### src/rtl/addsub_arbiter_if.sv
// rtl/addsub_arbiter_if.sv - requester, shared-unit and response signals of addsub_arbiter
interface addsub_arbiter_if #(
  parameter int WIDTH    = 8,
  parameter int PIPE_LAT = 2
);
  localparam int CW = $clog2(PIPE_LAT + 1);

  logic             arbEnable;
  logic             req0Valid;
  logic             req0Ready;
  logic [WIDTH-1:0] req0A;
  logic [WIDTH-1:0] req0B;
  logic             req0Op;
  logic             req1Valid;
  logic             req1Ready;
  logic [WIDTH-1:0] req1A;
  logic [WIDTH-1:0] req1B;
  logic             req1Op;
  logic [WIDTH-1:0] aluA;
  logic [WIDTH-1:0] aluB;
  logic             aluOp;
  logic [WIDTH-1:0] aluSum;
  logic             aluOverflow;
  logic             rsp0Valid;
  logic             rsp1Valid;
  logic [WIDTH-1:0] rspSum;
  logic             rspOverflow;
  logic [CW-1:0]    inFlight;

  modport slave (
    input  arbEnable, req0Valid, req0A, req0B, req0Op,
    input  req1Valid, req1A, req1B, req1Op, aluSum, aluOverflow,
    output req0Ready, req1Ready, aluA, aluB, aluOp,
    output rsp0Valid, rsp1Valid, rspSum, rspOverflow, inFlight
  );

  modport master (
    output arbEnable, req0Valid, req0A, req0B, req0Op,
    output req1Valid, req1A, req1B, req1Op, aluSum, aluOverflow,
    input  req0Ready, req1Ready, aluA, aluB, aluOp,
    input  rsp0Valid, rsp1Valid, rspSum, rspOverflow, inFlight
  );
endinterface

### src/rtl/addsub_arbiter.sv
// rtl/addsub_arbiter.sv - round-robin sharing of one registered add/sub unit between two requesters
// Optional per-requester grant counters: define ADDSUB_ARB_STATS_EN.
module addsub_arbiter #(
  parameter int WIDTH    = 8,
  parameter int PIPE_LAT = 2
) (
  input  logic            adderClock,
  input  logic            resetNeg,
`ifdef ADDSUB_ARB_STATS_EN
  output logic [15:0]     grantCnt0,
  output logic [15:0]     grantCnt1,
`endif
  addsub_arbiter_if.slave bus
);
  localparam int CW = $clog2(PIPE_LAT + 1);

  logic                r_ptr;
  logic                r_alu_op;
  logic [PIPE_LAT-1:0] r_tag_v;
  logic [PIPE_LAT-1:0] r_tag_id;
  logic [CW-1:0]       r_in_flight;

  logic                w_grant0;
  logic                w_grant1;
  logic                w_issue;
  logic                w_issue_id;
  logic                w_issue_op;
  logic                w_rsp;
  logic [WIDTH-1:0]    w_alu_a;
  logic [WIDTH-1:0]    w_alu_b;

  // r_ptr = 0 prefers requester 0; a lone valid requester always wins
  always_comb begin
    w_grant0 = 1'b0;
    w_grant1 = 1'b0;
    if (resetNeg && bus.arbEnable) begin
      if (bus.req0Valid && (!r_ptr || !bus.req1Valid)) begin
        w_grant0 = 1'b1;
      end else if (bus.req1Valid) begin
        w_grant1 = 1'b1;
      end
    end
  end

  assign w_issue    = (bus.req0Valid & w_grant0) | (bus.req1Valid & w_grant1);
  assign w_issue_id = w_grant1;
  assign w_issue_op = w_grant1 ? bus.req1Op : bus.req0Op;
  assign w_alu_a    = w_grant0 ? bus.req0A : (w_grant1 ? bus.req1A : '0);
  assign w_alu_b    = w_grant0 ? bus.req0B : (w_grant1 ? bus.req1B : '0);
  assign w_rsp      = r_tag_v[PIPE_LAT-1];

  assign bus.req0Ready   = w_grant0;
  assign bus.req1Ready   = w_grant1;
  assign bus.aluA        = w_alu_a;
  assign bus.aluB        = w_alu_b;
  assign bus.aluOp       = r_alu_op;
  assign bus.rsp0Valid   = w_rsp & ~r_tag_id[PIPE_LAT-1];
  assign bus.rsp1Valid   = w_rsp & r_tag_id[PIPE_LAT-1];
  assign bus.rspSum      = bus.aluSum;
  assign bus.rspOverflow = bus.aluOverflow;
  assign bus.inFlight    = r_in_flight;

  // op is registered so it reaches the unit alongside its registered operands
  always_ff @(posedge adderClock) begin
    if (!resetNeg) begin
      r_ptr       <= 1'b0;
      r_alu_op    <= 1'b0;
      r_tag_v     <= '0;
      r_tag_id    <= '0;
      r_in_flight <= '0;
    end else begin
      if (w_issue) begin
        r_ptr <= ~w_issue_id;
      end
      r_alu_op <= w_issue & w_issue_op;
      r_tag_v  <= {r_tag_v[PIPE_LAT-2:0], w_issue};
      r_tag_id <= {r_tag_id[PIPE_LAT-2:0], w_issue_id};
      case ({w_issue, w_rsp})
        2'b10:   r_in_flight <= r_in_flight + CW'(1);
        2'b01:   r_in_flight <= r_in_flight - CW'(1);
        default: r_in_flight <= r_in_flight;
      endcase
    end
  end

`ifdef ADDSUB_ARB_STATS_EN
  always_ff @(posedge adderClock) begin
    if (!resetNeg) begin
      grantCnt0 <= '0;
      grantCnt1 <= '0;
    end else begin
      if (bus.req0Valid && w_grant0 && grantCnt0 != 16'hFFFF) begin
        grantCnt0 <= grantCnt0 + 16'd1;
      end
      if (bus.req1Valid && w_grant1 && grantCnt1 != 16'hFFFF) begin
        grantCnt1 <= grantCnt1 + 16'd1;
      end
    end
  end
`endif
endmodule

### src/flat_wrapper.sv
// flat-port wrapper written by rule: the top's interface ports become plain ports
module addsub_arbiter_flat 
#(
  parameter int WIDTH    = 8,
  parameter int PIPE_LAT = 2
)
  (adderClock, resetNeg, bus_arbEnable, bus_req0Valid, bus_req0A, bus_req0B, bus_req0Op, bus_req1Valid, bus_req1A, bus_req1B, bus_req1Op, bus_aluSum, bus_aluOverflow, bus_req0Ready, bus_req1Ready, bus_aluA, bus_aluB, bus_aluOp, bus_rsp0Valid, bus_rsp1Valid, bus_rspSum, bus_rspOverflow, bus_inFlight);
  addsub_arbiter_if #(.WIDTH(WIDTH), .PIPE_LAT(PIPE_LAT)) bus_i ();
  input  logic adderClock;
  input  logic resetNeg;
  input wire logic [$bits(bus_i.arbEnable)-1:0] bus_arbEnable;
  input wire logic [$bits(bus_i.req0Valid)-1:0] bus_req0Valid;
  input wire logic [$bits(bus_i.req0A)-1:0] bus_req0A;
  input wire logic [$bits(bus_i.req0B)-1:0] bus_req0B;
  input wire logic [$bits(bus_i.req0Op)-1:0] bus_req0Op;
  input wire logic [$bits(bus_i.req1Valid)-1:0] bus_req1Valid;
  input wire logic [$bits(bus_i.req1A)-1:0] bus_req1A;
  input wire logic [$bits(bus_i.req1B)-1:0] bus_req1B;
  input wire logic [$bits(bus_i.req1Op)-1:0] bus_req1Op;
  input wire logic [$bits(bus_i.aluSum)-1:0] bus_aluSum;
  input wire logic [$bits(bus_i.aluOverflow)-1:0] bus_aluOverflow;
  output wire logic [$bits(bus_i.req0Ready)-1:0] bus_req0Ready;
  output wire logic [$bits(bus_i.req1Ready)-1:0] bus_req1Ready;
  output wire logic [$bits(bus_i.aluA)-1:0] bus_aluA;
  output wire logic [$bits(bus_i.aluB)-1:0] bus_aluB;
  output wire logic [$bits(bus_i.aluOp)-1:0] bus_aluOp;
  output wire logic [$bits(bus_i.rsp0Valid)-1:0] bus_rsp0Valid;
  output wire logic [$bits(bus_i.rsp1Valid)-1:0] bus_rsp1Valid;
  output wire logic [$bits(bus_i.rspSum)-1:0] bus_rspSum;
  output wire logic [$bits(bus_i.rspOverflow)-1:0] bus_rspOverflow;
  output wire logic [$bits(bus_i.inFlight)-1:0] bus_inFlight;
  assign bus_i.arbEnable = bus_arbEnable;
  assign bus_i.req0Valid = bus_req0Valid;
  assign bus_i.req0A = bus_req0A;
  assign bus_i.req0B = bus_req0B;
  assign bus_i.req0Op = bus_req0Op;
  assign bus_i.req1Valid = bus_req1Valid;
  assign bus_i.req1A = bus_req1A;
  assign bus_i.req1B = bus_req1B;
  assign bus_i.req1Op = bus_req1Op;
  assign bus_i.aluSum = bus_aluSum;
  assign bus_i.aluOverflow = bus_aluOverflow;
  assign bus_req0Ready = bus_i.req0Ready;
  assign bus_req1Ready = bus_i.req1Ready;
  assign bus_aluA = bus_i.aluA;
  assign bus_aluB = bus_i.aluB;
  assign bus_aluOp = bus_i.aluOp;
  assign bus_rsp0Valid = bus_i.rsp0Valid;
  assign bus_rsp1Valid = bus_i.rsp1Valid;
  assign bus_rspSum = bus_i.rspSum;
  assign bus_rspOverflow = bus_i.rspOverflow;
  assign bus_inFlight = bus_i.inFlight;
  addsub_arbiter #(.WIDTH(WIDTH), .PIPE_LAT(PIPE_LAT)) u_core (.adderClock(adderClock), .resetNeg(resetNeg), .bus(bus_i));
endmodule
### config.mk
export PLATFORM = sky130hd
export DESIGN_NAME = addsub_arbiter_flat
export DESIGN_NICKNAME = d
export VERILOG_FILES = /design/src/rtl/addsub_arbiter_if.sv /design/src/rtl/addsub_arbiter.sv /design/src/flat_wrapper.sv
export SDC_FILE = /design/constraint.sdc
export NUM_CORES = 1
export LEC_CHECK = 0
export ABC_AREA = 1
export ABC_CLOCK_PERIOD_IN_PS = 3850
export BUFFER_PORTS_ARGS = -buffer_cell sky130_fd_sc_hd__buf_2
export CORE_MARGIN = 8
export CORE_UTILIZATION = 35
export CTS_BUF_LIST = sky130_fd_sc_hd__clkbuf_2 sky130_fd_sc_hd__clkbuf_4 sky130_fd_sc_hd__clkbuf_8
export CTS_CLUSTER_DIAMETER = 120
export DETAILED_ROUTE_END_ITERATION = 7
export GPL_ROUTABILITY_DRIVEN = 0
export HOLD_SLACK_MARGIN = 0.12
export MAX_ROUTING_LAYER = met4
export PLACE_DENSITY = 0.86
export SYNTH_ARGS = -nofsm -noshare
export SYNTH_HDL_FRONTEND = slang
export SYNTH_SLANG_ARGS = --single-unit
### constraint.sdc
create_clock -name adderClock -period 3.85 [get_ports adderClock]
set_input_delay 0.5775 -clock adderClock [delete_from_list [all_inputs] [get_ports adderClock]]
set_output_delay 0.5775 -clock adderClock [all_outputs]
set_load 0.01 [all_outputs]
==> run summary, run 1 <==
A synthesized cell averages 6.02 sq um. The area share of fa/ha/maj cells after synthesis came out at 1.96%. The setup total negative slack was 0 ps. The vertical die dimension is 58.7 microns, and the global-route wire length before repair is 3.26 mm.

The synthesized design devotes to its leading area cell type 34.1% of total area. In this run the power density over the cells is 236 nW/um^2. The floorplan die area was 3450 sq um; the total leakage power was 0.628 nW. H-tree level count: 1. The number of endpoints with negative hold slack in the final report was 0; the fraction of synthesized area in multiplexers was 0%. For this run, the slowest stage of the critical path takes 330 ps. The setup clock skew after layout was 5.41 ps. Entering global routing, the biggest net connects 19 pins. The finished layout holds 184 standard cells, fillers aside. By area, the combinational part of the netlist is dominated by simple AND/OR/NAND/NOR gates. The critical path starts at bus_req1Valid. The layout overhead on the synthesized area is 41.4%, and the normalized max-slew margin is 76.2%.

The number of cells in the design after placement came out at 181. Setup violations remaining at the end of the flow were counted as 0. Summing the sequential cell areas from Yosys gives 25.1% of the chip area.

The number of nets handed over by synthesis was 155. Sorting the synthesized cells by area gives the leading types as nand2_1 (34%), dfxtp_1 (25%), buf_4 (12%). The wire length per cell was 11.0 microns. The tools report the critical path launch point type as an input port.

The total number of cells along the worst setup path works out to 7. At the worst endpoint, the required time is 3270 ps. Input and output buffers added on the ports amount to 61. Leaving out fill and tap cells, the most frequent cell in the layout is buf_2. The net count of the finished layout is 210. Setup repair after global routing left no endpoint under its margin. The number of cells on the worst reg-to-reg path is 11.

For this configuration, the core starts out at a cell density of 37.0%. The biggest area contributor in the post-synthesis netlist is nand2_1. For this run the aggregate overflow at the end of global routing stands at 0.

TritonCTS built the clock tree. Leaving out fill and tap cells, the most frequent cells in the layout are buf_2 (61), nand2_1 (58), inv_1 (12). Walking the worst path, the cells encountered are buf_2, nand2_1, nand2_1, nor2_4, nand2_1, nand2_1, buf_2. Of all nets on the critical path, the largest fanout is 18.

Row generation in the floorplan step produced 15 rows. Clock tree synthesis inserted a total of 3 buffers. The cell type with the highest occurrence count on the critical path was nand2_1. Summing all placed instances gives a cell area of 880 sq um.

The complex-gate fraction of the synthesized area was 3.33%; the data arrival time at the worst-slack endpoint was 1530 ps. The HPWL after detailed placement is 1.84 mm. The overall routed net length is 2.03 mm, and the number of distinct library cell variants in the gate-level netlist after synthesis is 16.

After clock tree synthesis, the clock-pin slew on the worst setup and hold paths is 50 ps. Synthesis produced a netlist whose cell count is 106. The flow ran to the end, and the final reports show no timing, DRC or antenna violations.

Insertion delay of the later-clocked pin in the worst-skew pair: 250 ps. For this design the top-level I/O count stands at 80. The tools report the worst reg2reg path startpoint as u_core.r_ptr.

In the final layout, the share of cells above drive strength 1 is 45.3%. Clock tree synthesis found a total of 8 sinks. Type of element capturing the critical path: an output port. The run gives 474 MHz as the maximum clock frequency. The run gives 0 as the initial antenna violation count. The final cycle utilization of the critical path is 54.8%, and the area of the core is 1730 sq um.

The tools report the overall track demand over capacity in global routing as 12.0%. The number of antenna diodes in the final layout is 0. The root buffer cell chosen for the clock tree is clkbuf_4. The worst path needs 2110 ps of the cycle, external delays included.

The reported max-cap violation count came out at 0. The number of warnings issued by yosys was 0. The xor and xnor area share after synthesis is 0%, and the number of cells on the worst hold path is 2. The worst hold path belongs to the class reg -> reg. The endpoint identified for the worst register-to-register timing path is u_core.bus.inFlight[1]. The clock passes through at most 2 buffers. The transition at the pin with the smallest max-transition slack works out to 357 ps. For this run, the detailed router's first-pass iteration total came to 3.

Via count of the first global-routing pass: 856. The worst setup path is of the in -> out kind. For the final cell area excluding filler cells, the log shows 902 sq um. The cell type group with the largest total delay on the critical path was simple AND/OR/NAND/NOR gates.

The detailed router placed 782 vias in this run. The critical path contains buffers and inverters numbering 2 combined. The critical path ends at bus_aluA[4]. The flop-to-flop setup slack was 2090 ps. The basic-gate share of the synthesized area counting and, or, nand and nor cells was 46.3%; the ratio of routed vias to standard cells was 4.25. The logs give 0 for the number of hold-repair buffers added at the cts stage and 0.173 mV for the highest ir drop seen on vdd. The run gives 0 as the number of setup buffers added after CTS. The detailed router finished its first iteration with 7 violations.

The post-synth design cell area came out at 638 sq um. The max-slew violation count was 0. Among all stages on the critical path, the largest delay is contributed by nor2_4.

Register bit count reported by yosys: 8. The number of gates given a new drive strength after cts came out at 0. The run gives 0 as the count of antenna-violating nets left after detailed routing.

The die extent in x was 58.7 microns; the remaining routing DRC violations was 0.
-- metal layers --
metal / GRT usage, % / vias to the layer above / routed length, microns
met5: - / - / 0
met4: 5.80 / 0 / 48
met3: 3.70 / 6 / 141
met2: 20.6 / 47 / 1040
met1: 12.1 / 317 / 799
li1: - / 412 / -
-- synth_stat cells --
library cell	instances
inv_6	1
nand2_4	1
dfxtp_1	8
nor2_1	2
a21oi_1	1
ha_1	1
nand2_1	58
nand3_1	1
nand2_2	4
nand4_1	1
buf_12	1
a31oi_1	1
nor2_4	2
buf_4	10
o21ai_0	2
inv_1	12
-- where the power goes --
part	leakage (nW)	switching (mW)	total (mW)	internal (mW)
logic	0.549	0.0321	0.0604	0.0283
registers	0.0655	0.00297	0.0907	0.0877
clock network	0.0138	0.0260	0.0615	0.0355
-- per-stage QoR --
step	worst slack (ps)	power (mW)	util [%]	hold WS, ps
detailed placement	1700	0.154	50.9	402
global route	1630	0.226	52.2	430
CTS	1730	0.216	52.2	418
finish	1740	0.213	52.2	418
floorplan	2000	0.131	-	390
global placement	1760	0.151	50.9	393
-- sequential cells by signal, indices dropped and copies added (netlist names) --
name                 cells
u_core.bus.inFlight      2
u_core.r_tag_id          2
u_core.r_tag_v           2
u_core.bus.aluOp         1
u_core.r_ptr             1
-- tightest hold or removal path, cell delays in order, from the launching register on --
cell,delay (ps)
dfxtp_1,300
nand2_1,40
inv_1,40
-- area by class of cell --
type	instances	area, sq um
Fill cell	180	825
Multi-Input combinational cell	74	329
Timing Repair Buffer	61	305
Sequential cell	8	160
Inverter	13	53.8
Tap cell	25	31.3
Clock buffer	3	22.5
-- worst min path at each step --
stage / slack [ps] / endpoint / start
2_1_floorplan: 390 / u_core.r_tag_id[1] / u_core.r_tag_id[0]
3_3_place_gp: 390 / u_core.r_tag_v[1] / u_core.r_tag_v[0]
3_5_place_dp: 400 / u_core.r_tag_v[1] / u_core.r_tag_v[0]
4_1_cts: 420 / u_core.r_tag_v[1] / u_core.r_tag_v[0]
5_1_grt: 430 / u_core.r_tag_v[1] / u_core.r_tag_v[0]
6_report: 420 / u_core.r_tag_v[1] / u_core.r_tag_v[0]
-- cell families (layout without fill, tap and decap cells) --
kind of cell | count (synthesis) | after routing
and+or+nand+nor | 69 | 69
buffers and inverters | 24 | 77
DFF | 8 | 8
AOI/OAI and AO/OA | 4 | 4
adders and majority gates | 1 | 1
(Power assumes the default switching activity.)
==> inputs of run 2 (changes only) <==
ABC_AREA = 0   (was 1)
ABC_CLOCK_PERIOD_IN_PS = 2200   (was 3850)
CORE_UTILIZATION = 30   (was 35)
PLACE_DENSITY = 0.81   (was 0.86)
clock period = 2.2 ns   (was 3.85 ns; I/O delays follow)
==> run 2 against run 1 <==
Effect of this change: via count decreased by 16%; first-iteration DRC count decreased by 29%; critical path type is now reg -> out; power increased by 77%; die area decreased by 0.87%; register-to-register slack got worse by 1500 ps; wire length decreased by 3.8%; count of clock-buffer cells in the layout unchanged.
==> run summary, run 2 <==
The tools report the area of the core as 1710 sq um (-1.1%). Largest net degree at the start of global routing: 20 (+1). The clock transition at the register clock pins on the worst setup and hold paths after CTS was 50 ps (about the same).

After synthesis, the cell types taking the most area are dfxtp_1 (30%), a22o_1 (28%), buf_4 (15%). The vertical die dimension was 58.4 microns (-0.43%). The number of placement rows was 15 (unchanged); the count of buffering cells on the critical path with inverters included was 3 (+1). The number of standard cells after synthesis is 60 (-43%). The clock period could shrink to 1710 ps.

The layout overhead on the synthesized area is 52.1%, and the H-tree level count is 1 (unchanged). The synthesized area divided by synthesized cell count is 9.01 sq um (+50%), and the data arrival time at the worst-slack endpoint is 1380 ps (-150 ps). The final net count was 164 (-22%). The port buffer count was 61 (unchanged); the number of distinct library cell variants in the gate-level netlist after synthesis was 18 (+2). STA classifies the critical path startpoint as a flip-flop. The tools report the internal power as 0.276 mW (+82%). The endpoint required time on the critical path was 1870 ps (-1400 ps). Top flip-flop cell by instance count after synthesis: dfxtp_1. The run gives 660 (-16%) as the detailed-route via count. For the remaining routing DRC violations, the log shows 0 (unchanged). Broken down by cell family, the worst path's largest delay share belongs to buffers and inverters. The number of synthesized flops with an enable pin was 0 (unchanged); the clock group share of total power was 28.3% (-0.6 points).

The setup total negative slack is 0 ps (unchanged), and the floorplan die area is 3420 sq um (-0.87%). The commonest cells after synthesis are a22o_1 (17), buf_4 (11), dfxtp_1 (8). The initial antenna violation count is 0 (unchanged), and the largest buffer count on any clock path is 2 (unchanged). The total power was 0.377 mW (+77%). The highest ir drop seen on vdd came out at 0.351 mV (+100%).

The area share of the leading cell type in the synthesized netlist was 29.6% (-4.5 points). The largest incremental delay on the critical path came out at 380 ps (+50 ps). The insertion delay of the later-clocked pin in the worst-skew pair was 250 ps (about the same).

The run gives 541 sq um (-15%) as the post-synth design cell area. The worst-path maximum fanout came out at 19 (+1). For the power share of the sequential group, the log shows 42.6% (about the same). The run gives 3 (unchanged) as the number of buffers added by the clock tree synthesis step. The number of hold-repair buffers added at the cts stage is 0 (unchanged), and the number of nets produced by synthesis is 109 (-30%).

The length of the first detailed-routing pass in iterations came out at 4 (+1). Cell with the most instances after synthesis: a22o_1. The via count of the first global-routing pass was 724 (-15%). Traced cell by cell, the critical path runs through inv_1, a21oi_2, buf_4, a22o_1, buf_2. The detailed router's first-iteration violation count is 5 (-2), and the count of antenna-violating nets left after detailed routing is 0 (unchanged). Maximum clock frequency: 585 MHz. The run gives 0 (unchanged) as the antenna diode count. Setup repair after global routing left no endpoint under its margin.

The total leakage power is 0.473 nW (-25%), and the overall routed net length is 1.95 mm (-3.8%). The logs give 0 (unchanged) for the count of endpoints failing setup in the final report and 0 (unchanged) for the global-route congestion overflow total. The min-delay analysis places its worst path in the category in -> reg.

The max-slew violation count was 0 (unchanged); the number of endpoints with negative hold slack in the final report was 0 (unchanged). The number of warnings issued by yosys is 0 (unchanged). The fraction of registers with async set/reset was 0% (unchanged). The proportion of layout cells with a drive suffix above 1 was 61.1% (+16 points); the total of fill cells in the finished design was 186 (+3.3%).

The overall track demand over capacity in global routing is 11.6% (-0.33 points), and the power dissipated by switching net loads is 0.101 mW (+65%). The logs give 0 (unchanged) for the reported max-cap violation count and 0 (unchanged) for the number of setup buffers added after CTS. The ratio of routed vias to standard cells works out to 4.78 (+13%). Boundary pin count: 80 (unchanged).

The initial core utilization was 31.6% (-5.3 points). Dividing the final minimum period by the clock period gives 77.8%. The transition at the pin with the smallest max-transition slack came out at 187 ps (-169 ps). TritonCTS built the clock tree. The largest individual stage delay along the critical path comes from the cell dfxtp_1.

Leaving out fill and tap cells, the most frequent cells in the layout are buf_2 (61), a22o_1 (17), dfxtp_1 (8). The setup clock skew after layout is 3.40 ps (-2.01 ps), and the global-route wire length before repair is 3.05 mm (-6.4%). The register bit count reported by yosys came out at 8 (unchanged). The buffer type at the clock tree root was clkbuf_4. The fraction of power spent switching nets is 26.8% (-1.9 points).

The worst setup path is of the reg -> out kind. The type of element capturing the critical path is an output port. The run finished with clean final reports.

The most common cell after layout, fill and taps aside was buf_2. The logs give 0 (unchanged) for the number of gates given a new drive strength after cts and 87.4% (+11 points) for the normalized max-slew margin. The wire length per cell is 14.2 microns (+28%), and the proportion of synthesized chip area in sequential cells is 29.6% (+4.5 points). The most area-hungry cell type in the Yosys netlist is dfxtp_1.

The die extent in x works out to 58.4 microns (-0.43%). The combinational share of power was 29.1% (+0.7 points). The areal power density over the cells was 458 nW/um^2 (+94%).

The tools report the number of clock sinks seen by CTS as 8 (unchanged).
## run 2: cell types whose count changed after synthesis, sizes merged, moves of 2 or more
cell	before	now
a21oi	1	5
a22o	0	17
and2	0	3
buf	11	13
inv	13	2
nand2	63	0
nor2	4	2
## run 2: power groups by stage
stage          clock (mW)  combinational (mW)  sequential [mW]
2_1_floorplan           0              0.0656            0.165
3_3_place_gp            0               0.107            0.163
3_5_place_dp            0               0.111            0.163
4_1_cts             0.113               0.111            0.160
5_1_grt             0.123               0.121            0.161
6_report            0.106               0.110            0.160
## run 2: per-stage QoR
step	util (%)	cell area [sq um]	worst slack, ps	hold WS [ps]	std cells
2_1_floorplan	-	541	573	412	60
3_3_place_gp	46.8	800	586	414	135
3_5_place_dp	46.8	800	514	425	135
4_1_cts	48.1	822	489	296	138
5_1_grt	48.1	822	379	294	138
6_report	48.1	822	489	303	138
## run 2: area by class of cell
class                   count  area (sq um)  area share [%]
inverters                   2          7.51           0.913
well taps                  25          31.3            3.81
multi-input cells          37           280            34.1
flip-flops and latches      8           160            19.5
clock buffers               3          22.5            2.74
repair buffers             63           320            39.0
## run 2: routing by layer
layer  vias up  global-route usage, %  share of wire (%)
li1        321                      -                  -
met1       284                   11.4                 39
met2        47                   20.2                 50
met3         8                   4.78                9.2
met4         0                   4.20                2.0
met5         -                      -                  0
## run 2: path summary, 6_finish.rpt
check,start,slack (ps),cells after the start,endpoint
max reg2reg,u_core.r_ptr,620,6,u_core.bus.inFlight[1]
min,bus_req1Op,300,2,u_core.bus.aluOp
min reg2reg,u_core.r_tag_id[0],430,1,u_core.r_tag_id[1]
max,u_core.r_ptr,490,5,bus_aluA[4]
## run 2: logic make-up (layout without fill, tap and decap cells)
group,Yosys count,after routing,synth area share [%]
AO/OA/AOI/OAI,24,24,36.1
XOR/XNOR,2,2,3.24
buffers and inverters,15,68,18.5
flip-flops,8,8,29.6
AND/OR/NAND/NOR,10,10,10.2
adder cells (fa/ha/maj),1,1,2.31
